===== src/rtl/tag_ram_pkg.sv =====
// Shared encodings and entry helpers for the tag RAM controller.
// Entries are {state[1:0], tag}; the helpers take the entry zero-extended
// to 32 bits plus the real entry width, so entries up to 32 bits are supported.
package tag_ram_pkg;

  typedef enum logic [1:0] {
    OP_LOOKUP     = 2'b00,
    OP_FILL       = 2'b01,
    OP_SETSTATE   = 2'b10,
    OP_LOOKUP_ALT = 2'b11
  } op_e;

  typedef enum logic [1:0] {
    MSI_I    = 2'b00,
    MSI_S    = 2'b01,
    MSI_M    = 2'b10,
    MSI_RSVD = 2'b11
  } msi_e;

  typedef enum logic [1:0] {
    ST_INIT = 2'b00,
    ST_IDLE = 2'b01,
    ST_CMP  = 2'b10
  } fsm_e;

  localparam int unsigned STATE_W = 2;

  function automatic logic [1:0] entry_state(input logic [31:0] entry,
                                             input int unsigned dwidth);
    return 2'((entry >> (dwidth - STATE_W)) & 32'd3);
  endfunction

  function automatic logic [31:0] entry_tag(input logic [31:0] entry,
                                            input int unsigned dwidth);
    return entry & ((32'd1 << (dwidth - STATE_W)) - 32'd1);
  endfunction

  function automatic logic [31:0] entry_pack(input logic [1:0] state,
                                             input logic [31:0] tag,
                                             input int unsigned dwidth);
    return (32'(state) << (dwidth - STATE_W)) | entry_tag(tag, dwidth);
  endfunction

endpackage


===== src/rtl/tag_ram_prio_arb.sv =====
// Two-way arbiter: snoop wins by default, but after MAX_SNP_STREAK snoop
// grants with the CPU waiting, the CPU takes the next arbitration.
// The select outputs are purely combinational; i_grant_en tells the streak
// counter when a select actually became a grant.
module tag_ram_prio_arb #(
  parameter int unsigned MAX_SNP_STREAK = 2
) (
  input  logic clock,
  input  logic reset,
  input  logic i_cpu_req,
  input  logic i_snp_req,
  input  logic i_grant_en,
  output logic o_sel_cpu,
  output logic o_sel_snp
);

  localparam int unsigned SW = (MAX_SNP_STREAK < 1) ? 1 : $clog2(MAX_SNP_STREAK + 1);
  localparam logic [SW-1:0] STREAK_MAX = SW'(MAX_SNP_STREAK);

  logic [SW-1:0] r_streak;
  logic          w_cpu_turn;

  // CPU wins when snoop is idle or snoop has used up its streak
  always_comb begin
    w_cpu_turn = (r_streak >= STREAK_MAX);
    o_sel_cpu  = i_cpu_req & (~i_snp_req | w_cpu_turn);
    o_sel_snp  = i_snp_req & ~o_sel_cpu;
  end

  // Count snoop grants taken while the CPU waits; clear when CPU served or idle
  always_ff @(posedge clock) begin
    if (reset) begin
      r_streak <= '0;
    end else if (!i_cpu_req) begin
      r_streak <= '0;
    end else if (i_grant_en && o_sel_cpu) begin
      r_streak <= '0;
    end else if (i_grant_en && o_sel_snp && (r_streak != STREAK_MAX)) begin
      r_streak <= r_streak + 1'b1;
    end
  end

endmodule


===== src/rtl/tag_ram_ctrl.sv =====
// Sequencer for one tag RAM bank shared by the CPU and snoop requesters.
// After reset it sweeps every entry to {I, 0}, then serves one operation per
// two cycles: IDLE launches the read (or the FILL write), CMP consumes the
// read data, answers the owner and commits a SETSTATE on a hit.
//
// Handshake: a requester raises *_req with op/index/tag/state stable and keeps
// them until it sees *_gnt high on a clock edge; that edge accepts the request.
// *_resp_valid pulses for exactly one cycle, the cycle after the grant.
// All outputs are forced to zero while reset is high.
module tag_ram_ctrl
  import tag_ram_pkg::*;
#(
  parameter int unsigned AWIDTH         = 3,
  parameter int unsigned DWIDTH         = 11,
  parameter int unsigned MAX_SNP_STREAK = 2
) (
  input  logic              clock,
  input  logic              reset,
  input  logic              cpu_req,
  input  logic [1:0]        cpu_op,
  input  logic [AWIDTH-1:0] cpu_index,
  input  logic [DWIDTH-3:0] cpu_tag,
  input  logic [1:0]        cpu_state,
  output logic              cpu_gnt,
  output logic              cpu_resp_valid,
  input  logic              snp_req,
  input  logic [1:0]        snp_op,
  input  logic [AWIDTH-1:0] snp_index,
  input  logic [DWIDTH-3:0] snp_tag,
  input  logic [1:0]        snp_state,
  output logic              snp_gnt,
  output logic              snp_resp_valid,
  output logic              resp_hit,
  output logic [1:0]        resp_state,
  output logic [DWIDTH-3:0] resp_tag,
  output logic              init_done,
  output logic [AWIDTH-1:0] ram_addr,
  output logic [DWIDTH-1:0] ram_din,
  output logic              ram_we,
  input  logic [DWIDTH-1:0] ram_dout,
  output fsm_e              o_dbg_state
);

  localparam int unsigned TWIDTH = DWIDTH - 2;
  localparam int unsigned DEPTH  = 1 << AWIDTH;
  localparam logic [AWIDTH-1:0] LAST_IDX = AWIDTH'(DEPTH - 1);

  fsm_e              r_state;
  fsm_e              w_next;
  logic [AWIDTH-1:0] r_init_idx;
  logic              r_init_done;
  logic              r_owner_snp;
  logic [1:0]        r_op;
  logic [1:0]        r_new_st;
  logic [AWIDTH-1:0] r_index;
  logic [TWIDTH-1:0] r_tag;

  logic              w_is_idle;
  logic              w_sel_cpu;
  logic              w_sel_snp;
  logic              w_grant;
  logic [1:0]        w_req_op;
  logic [1:0]        w_req_st;
  logic [AWIDTH-1:0] w_req_idx;
  logic [TWIDTH-1:0] w_req_tag;
  logic [1:0]        w_stored_st;
  logic [TWIDTH-1:0] w_stored_tag;
  logic              w_hit;

  assign w_is_idle   = (r_state == ST_IDLE) & ~reset;
  assign w_grant     = w_is_idle & (w_sel_cpu | w_sel_snp);
  assign init_done   = r_init_done & ~reset;
  assign o_dbg_state = r_state;

  tag_ram_prio_arb #(
    .MAX_SNP_STREAK (MAX_SNP_STREAK)
  ) u_arb (
    .clock      (clock),
    .reset      (reset),
    .i_cpu_req  (cpu_req),
    .i_snp_req  (snp_req),
    .i_grant_en (w_is_idle),
    .o_sel_cpu  (w_sel_cpu),
    .o_sel_snp  (w_sel_snp)
  );

  // Route the winning requester's fields
  always_comb begin
    w_req_op  = w_sel_cpu ? cpu_op    : snp_op;
    w_req_st  = w_sel_cpu ? cpu_state : snp_state;
    w_req_idx = w_sel_cpu ? cpu_index : snp_index;
    w_req_tag = w_sel_cpu ? cpu_tag   : snp_tag;
  end

  // Split the read entry and compare it with the latched request tag
  always_comb begin
    w_stored_st  = entry_state(32'(ram_dout), DWIDTH);
    w_stored_tag = TWIDTH'(entry_tag(32'(ram_dout), DWIDTH));
    w_hit        = (w_stored_st != MSI_I) && (w_stored_tag == r_tag);
  end

  // FSM state, sweep counter and init flag
  always_ff @(posedge clock) begin
    if (reset) begin
      r_state     <= ST_INIT;
      r_init_idx  <= '0;
      r_init_done <= 1'b0;
    end else begin
      r_state <= w_next;
      if (r_state == ST_INIT) begin
        r_init_idx <= r_init_idx + 1'b1;
        if (r_init_idx == LAST_IDX) begin
          r_init_done <= 1'b1;
        end
      end
    end
  end

  // Capture the accepted request for use in CMP
  always_ff @(posedge clock) begin
    if (reset) begin
      r_owner_snp <= 1'b0;
      r_op        <= OP_LOOKUP;
      r_new_st    <= MSI_I;
      r_index     <= '0;
      r_tag       <= '0;
    end else if (w_grant) begin
      r_owner_snp <= w_sel_snp;
      r_op        <= w_req_op;
      r_new_st    <= w_req_st;
      r_index     <= w_req_idx;
      r_tag       <= w_req_tag;
    end
  end

  // Next state and all RAM / handshake outputs
  always_comb begin
    w_next         = r_state;
    cpu_gnt        = 1'b0;
    snp_gnt        = 1'b0;
    cpu_resp_valid = 1'b0;
    snp_resp_valid = 1'b0;
    resp_hit       = 1'b0;
    resp_state     = 2'b00;
    resp_tag       = '0;
    ram_addr       = '0;
    ram_din        = '0;
    ram_we         = 1'b0;
    if (!reset) begin
      unique case (r_state)
        ST_INIT: begin
          ram_we   = 1'b1;
          ram_addr = r_init_idx;
          if (r_init_idx == LAST_IDX) begin
            w_next = ST_IDLE;
          end
        end
        ST_IDLE: begin
          if (w_grant) begin
            cpu_gnt  = w_sel_cpu;
            snp_gnt  = w_sel_snp;
            ram_addr = w_req_idx;
            if (w_req_op == OP_FILL) begin
              ram_we  = 1'b1;
              ram_din = DWIDTH'(entry_pack(w_req_st, 32'(w_req_tag), DWIDTH));
            end
            w_next = ST_CMP;
          end
        end
        ST_CMP: begin
          cpu_resp_valid = ~r_owner_snp;
          snp_resp_valid = r_owner_snp;
          ram_addr       = r_index;
          if (r_op == OP_FILL) begin
            // The FILL already wrote in IDLE; report what was written
            resp_hit   = 1'b1;
            resp_state = r_new_st;
            resp_tag   = r_tag;
          end else begin
            resp_hit   = w_hit;
            resp_state = w_stored_st;
            resp_tag   = w_stored_tag;
            if ((r_op == OP_SETSTATE) && w_hit) begin
              ram_we  = 1'b1;
              ram_din = DWIDTH'(entry_pack(r_new_st, 32'(w_stored_tag), DWIDTH));
            end
          end
          w_next = ST_IDLE;
        end
        default: begin
          w_next = ST_INIT;
        end
      endcase
    end
  end

endmodule


===== config.mk =====
export PLATFORM = sky130hd
export DESIGN_NAME = tag_ram_ctrl
export DESIGN_NICKNAME = d
export VERILOG_FILES = /design/src/rtl/tag_ram_pkg.sv /design/src/rtl/tag_ram_prio_arb.sv /design/src/rtl/tag_ram_ctrl.sv
export SDC_FILE = /design/constraint.sdc
export NUM_CORES = 1
export LEC_CHECK = 0
export ABC_CLOCK_PERIOD_IN_PS = 3000
export CAP_MARGIN = 40
export CORE_ASPECT_RATIO = 1.2
export CORE_MARGIN = 2
export CORE_UTILIZATION = 42
export DETAILED_ROUTE_END_ITERATION = 10
export PLACE_DENSITY_LB_ADDON = 0.15
export SYNTH_ARGS = -nofsm -noshare
export SYNTH_HDL_FRONTEND = slang
export SYNTH_SLANG_ARGS = --single-unit
export TNS_END_PERCENT = 30

===== constraint.sdc =====
create_clock -name clock -period 3 [get_ports clock]
set_input_delay 0.45 -clock clock [delete_from_list [all_inputs] [get_ports clock]]
set_output_delay 0.45 -clock clock [all_outputs]
set_load 0.02 [all_outputs]

==> results.toml, run 1 <==
[place]
place_inst = 372
place.gp.congestion = 0.811
dp_hpwl_mm = 3.96
place_area_um2 = 2780
port_buffers = 80

[yosys]
yosysWarnings = 0
yosys_register_bits = 25
synth_cell_types = 38
syn_area_um2 = 1750
syn_avg_cell_area_um2 = 7.86
synth-edff-count = 0
synth_nets = 278
synth-main-ff-cell = "dfxtp_1"
async_flop_share = 0
syn_inst = 223
ys_seq_area_frac = 0.286

[clock_tree]
clkTransAtPathRegs_ps = 90
cts_sinks = 25
cts_max_level = 1
cts_root_buffer = "clkbuf_8"
clock_path_buffers = 2
hold_buffers = 0
cts_buffers = 3
clk_latency_ps = 270
cts_tree = "built"

[layout]
fin_cells = 378
drive_gt1_frac = 0.207
nNetsFinal = 380
fin_util = 0.723
diodes = 0
final_area_um2 = 2870
area_growth_pct = 64.0

[status]
outcome = "completed"

[worst_setup_path]
start_kind = "primary input"
rrSetupSlack_ps = 1170
endpoint_kind = "output port"
worst-setup-path-type = "primary input to output port"
critical_path_required_ps = 2550
critical_path.top_delay_family = "simple AND/OR/NAND/NOR gates"
worst_path_max_delay_cell = "or4b_4"
crit_chain = "dlygate4sd2_1 -> xor2_1 -> nor4_2 -> or4b_4 -> nor3b_4 -> buf_6 -> o2bb2ai_1 -> buf_2"
crit_path_max_incr_delay_ps = 520
cp_num_buf_inv = 3
crit_arrival_ps = 2440
crit_fanout = 5

[grt]
grt_use_total = 0.229
grt_pass1_wl_mm = 8.65
grt_pass1_vias = 1909
grt_overflow = 0
grt_start_max_net_pins = 26
antenna_found_initial = 0

[die]
core_um2 = 3970
num_rows = 25
pin_count = 81
die_y_um = 74.8
start_util = 0.441
chipWidth_um = 63.0
dieArea_um2 = 4710

[detailed_routing]
drt-total-wl_mm = 5.30
vias_per_cell = 5.11
vias = 1931
drc = 0
ant_nets = 0
post_drt_wl_per_cell_um = 14.0
drt-initial-drc-count = 96
drtPass1Iterations = 4

[sta]
setup_violations = 0
worstMarginPinSlew_ps = 463
min_period_ps = 2890
slew_viol_final = 0
max_freq_ghz = 0.346
finalHoldViolations = 0
holdWs_ps = 460
min_period_over_period = 0.964
slew_headroom = 0.692
finalClockSkew_ps = 10.0

[pwr]
leakage_nw = 1.27
peakVddDrop_uv = 152
p_per_area_nw_per_um2 = 334
finalPower_mw = 0.960

[flow_run]
max_cap_viol_count = 0

[min_path]
hold_path_class = "flip-flop to flip-flop"
==> through the flow <==
step | worst slack [ps] | setup TNS [ps]
2_1_floorplan | 536 | 0
3_3_place_gp | -507 | -5550
3_5_place_dp | -541 | -5800
4_1_cts | 2.51 | 0
5_1_grt | -8.72 | -8.72
6_report | 109 | 0
==> routing by layer <==
layer | GRT usage | share of wire
met5 | 0 | 0
met4 | 0.0593 | 0.0085
met3 | 0.0359 | 0.050
met2 | 0.418 | 0.50
met1 | 0.283 | 0.44
==> final cells by class <==
type                    instances  area [um^2]
multi-input cells             177         1210
fillers                       325         1100
repair buffers                111         1030
flip-flops and latches         25          500
well taps                      54         67.6
clock buffers                   3         41.3
inverters                       7         26.3
clock inverters                 1         5.00
==> kinds of logic after synthesis <==
logic type | Yosys count | share of synthesized area
AOI/OAI and AO/OA | 53 | 0.218
xor gates and xnor gates | 10 | 0.0500
adders and majority gates | 8 | 0.0571
buffers and inverters | 21 | 0.0528
DFF | 25 | 0.286
muxes | 17 | 0.0999
and+or+nand+nor | 89 | 0.237
==> synth_stat cells (2+ instances only) <==
| cell type | count | area [um^2] |
|---|---|---|
| mux2i_1 | 13 | 130 |
| nand2_1 | 38 | 143 |
| nor3b_1 | 3 | 22.5 |
| a22oi_1 | 3 | 22.5 |
| nor3_1 | 2 | 10.0 |
| a311oi_1 | 2 | 17.5 |
| or2_2 | 2 | 12.5 |
| xor2_1 | 3 | 26.3 |
| o2bb2ai_2 | 4 | 60.1 |
| nor2b_1 | 3 | 18.8 |
| nand2b_1 | 3 | 18.8 |
| buf_2 | 2 | 10.0 |
| mux2_2 | 4 | 45.0 |
| inv_1 | 7 | 26.3 |
| clkbuf_1 | 9 | 33.8 |
| nor2_1 | 30 | 113 |
| a21oi_1 | 22 | 110 |
| xnor2_1 | 7 | 61.3 |
| ha_1 | 8 | 100 |
| o2bb2ai_1 | 7 | 61.3 |
| dfxtp_1 | 25 | 500 |
| a211oi_1 | 10 | 75.1 |
==> worst min-delay path, delay by kind of cell, from the launching register on <==
kind,cells,cell delay (ps)
compound gates,1,50
simple gates,1,50
flops,1,320
==> report_power, final <==
part | internal (mW) | total, mW | switching (mW)
registers | 0.364 | 0.391 | 0.0271
logic | 0.191 | 0.363 | 0.172
clock network | 0.0930 | 0.205 | 0.112
total | 0.648 | 0.960 | 0.311
==> registers in the layout (all words and copies together) (netlist names) <==
register / flops
r_new_st: 2
r_op: 2
u_arb.r_streak: 2
o_dbg_state: 2
r_owner_snp: 1
r_index: 3
r_init_idx: 3
r_tag: 9
r_init_done: 1
==> worst paths after layout <==
| check | startpoint | end | cells past startpoint |
|---|---|---|---|
| worst max-delay path | ram_dout[2] | ram_din[6] | 8 |
| worst min-delay path | r_index[2] | r_index[2] | 2 |
| worst max register to register | u_arb.r_streak[0] | r_tag[1] | 8 |
| worst min register to register | r_index[2] | r_index[2] | 2 |
==> timing repair <==
item                       4_1_cts  5_1_grt
gates cloned                     1        0
pin swaps                        2        5
gates resized for setup         57       17
setup endpoints to repair       16       16
setup buffers                    1        0
==> cells in the final DEF (no fill, tap or decap), drive strengths merged, types with 3 or more instances in the layout <==
| cell type | count |
|---|---|
| dfxtp | 25 |
| xnor2 | 7 |
| nor2b | 3 |
| nor2 | 30 |
| dlymetal6s2s | 11 |
| nand2b | 3 |
| dlygate4sd2 | 3 |
| clkbuf | 3 |
| a211oi | 10 |
| mux2i | 13 |
| a21oi | 22 |
| mux2 | 4 |
| clkdlybuf4s50 | 55 |
| a22oi | 3 |
| buf | 42 |
| nor3b | 4 |
| o2bb2ai | 11 |
| nand2 | 38 |
| xor2 | 3 |
| ha | 8 |
| inv | 7 |
Note: power is estimated with default switching activity, not from simulation.
==> run 2, diff against run 1 <==
HOLD_SLACK_MARGIN = 0.12   (was not set)
PLACE_DENSITY = 0.81   (was not set)
PLACE_DENSITY_LB_ADDON = not set   (was 0.15)
SLEW_MARGIN = 15   (was not set)
==> run 2 against run 1 <==
Net effect:
- utilization up 0.19 points
- worst hold slack improved by 9.4 ps
- clock skew shrank 3.7 ps
- maximum frequency is essentially flat
- global-route usage hardly changed
- power is 0.49% lower
- design area rose by 0.26%
- critical path type unchanged
==> results.toml, run 2 (synthesis gave the netlist of run 1 again) <==
[layout]
final_common_cell = "clkdlybuf4s50_1"
final_area_um2 = 2880
final_cell_mix = "clkdlybuf4s50_1, nand2_1, buf_4, nor2_1, dfxtp_1"
drive_gt1_frac = 0.210
fillCellCount = 336
regMostFlops = "r_tag"
nNetsFinal = 380
area_growth_pct = 64.4
largest_reg_flops = 9
top_regs = "r_tag: 9 flops, r_index: 3 flops, r_init_idx: 3 flops"
diodes = 0
fin_cells = 378

[detailed_routing]
top_layer = "met4"
m1WireLength_mm = 2.26
post_drt_wl_per_cell_um = 14.3
drc = 0
vias_per_cell = 5.17
drtPass1Iterations = 4
drt-total-wl_mm = 5.41
met3_length_um = 344
drt-initial-drc-count = 115
wl_met2_mm = 2.76
vias = 1956
ant_nets = 0

[die]
core_um2 = 3970
num_rows = 25
dieArea_um2 = 4710
chipWidth_um = 63.0
start_util = 0.441
pin_count = 81
die_y_um = 74.8

[sta]
min_period_ps = 2890
min_period_over_period = 0.964
rsz0062_at_grt = "no"
finalHoldViolations = 0
holdWs_ps = 469
slew_headroom = 0.695
finalClockSkew_ps = 6.27
worstMarginPinSlew_ps = 458
max_freq_ghz = 0.346
fin_setup_tns_ps = 0
slew_viol_final = 0
setup_violations = 0
worst_slack_ps = 107

[grt]
grt_use_total = 0.229
antenna_found_initial = 0
grt_overflow = 0
grt_pass1_vias = 1882
grt_start_max_net_pins = 20
grt_pass1_wl_mm = 8.65

[clock_tree]
cts_tree = "built"
cts_buffers = 3
clk_latency_ps = 270
hold_buffers = 0
cts_sinks = 25
clock_path_buffers = 2
clkTransAtPathRegs_ps = 90
cts_max_level = 1
cts_root_buffer = "clkbuf_8"

[pwr]
pwr-share-clk = 0.214
swShare = 0.323
p_sw_mw = 0.308
peakVddDrop_uv = 168
p_per_area_nw_per_um2 = 331
leakage_nw = 1.24
power_frac_seq = 0.410
p_int_mw = 0.647
comb_power_share = 0.376

[place]
dp_hpwl_mm = 4.12
post-place-ws_ps = -541
place_area_um2 = 2760
port_buffers = 80
place_inst = 369
place.gp.congestion = 0.816

[worst_setup_path]
crit_path_max_incr_delay_ps = 620
critical_path.top_delay_family = "buffers and inverters"
critical_path_required_ps = 2550
worst-setup-path-type = "primary input to output port"
cp_num_buf_inv = 3
path_common_cell = "clkdlybuf4s50_1"
crit_arrival_ps = 2440
worst_path_max_delay_cell = "clkdlybuf4s50_1"
endpoint_kind = "output port"
start_kind = "primary input"
crit_chain = "clkdlybuf4s50_1 -> nor3b_2 -> nor2b_2 -> buf_4 -> mux2_2 -> nand2_1 -> a21oi_1 -> clkdlybuf4s50_1"
crit_fanout = 8

[flow_run]
max_cap_viol_count = 0

[status]
outcome = "completed"

[min_path]
hold_path_class = "flip-flop to flip-flop"
run 2: cell types whose count changed in the layout (fill, tap and decap cells not counted), sizes merged:
cell           delta
clkdlybuf4s15     +5
buf               -4
clkbuf            +1
dlygate4sd2       -2
run 2: layout make-up:
class / count / area, um^2 / share of cell area
clock buffer: 3 / 41.3 / 0.0143
multi-input combinational: 177 / 1200 / 0.417
clock inverter: 1 / 5.00 / 0.00174
inverter: 7 / 26.3 / 0.00912
tap: 54 / 67.6 / 0.0234
timing repair buffer: 111 / 1040 / 0.361
sequential: 25 / 500 / 0.174
run 2: stage by stage:
step / power, mW / utilization
3_3_place_gp: 0.742 / 0.694
5_1_grt: 1.01 / 0.725
4_1_cts: 0.948 / 0.710
2_1_floorplan: 0.591 / -
6_report: 0.955 / 0.725
3_5_place_dp: 0.749 / 0.694
run 2: final timing paths:
| path | startpoint | to | slack (ps) | depth (start not counted) |
|---|---|---|---|---|
| min reg2reg | r_index[2] | r_index[2] | 470 | 2 |
| min | r_index[2] | r_index[2] | 470 | 2 |
| max reg2reg | o_dbg_state[1] | o_dbg_state[0] | 1020 | 8 |
| max | snp_req | ram_addr[2] | 110 | 8 |
run 2: power by group through the flow:
stage | Clock [mW] | Combinational, mW | Sequential (mW)
6_report | 0.204 | 0.359 | 0.392
5_1_grt | 0.219 | 0.395 | 0.396
4_1_cts | 0.205 | 0.353 | 0.390
3_5_place_dp | 0 | 0.351 | 0.397
3_3_place_gp | 0 | 0.346 | 0.396
2_1_floorplan | 0 | 0.193 | 0.398
run 2: layer usage:
metal,GRT usage,up-vias
li1,-,982
met1,0.269,892
met2,0.440,76
met3,0.0404,6
met4,0.0444,0
met5,0,-
run 2: timing repair:
| item | 4_1_cts | 5_1_grt |
|---|---|---|
| setup buffers | 3 | 2 |
| setup endpoints to repair | 15 | 15 |
| gates resized for setup | 48 | 20 |
| pin swaps | 2 | 5 |
run 2: worst reg2reg max path: cells and delay by family, from the launching register on:
family	cells	cell delay (ps)
compound gates	2	290
fa+ha+maj	1	250
buf+inv	2	320
flops	1	370
simple gates	3	690
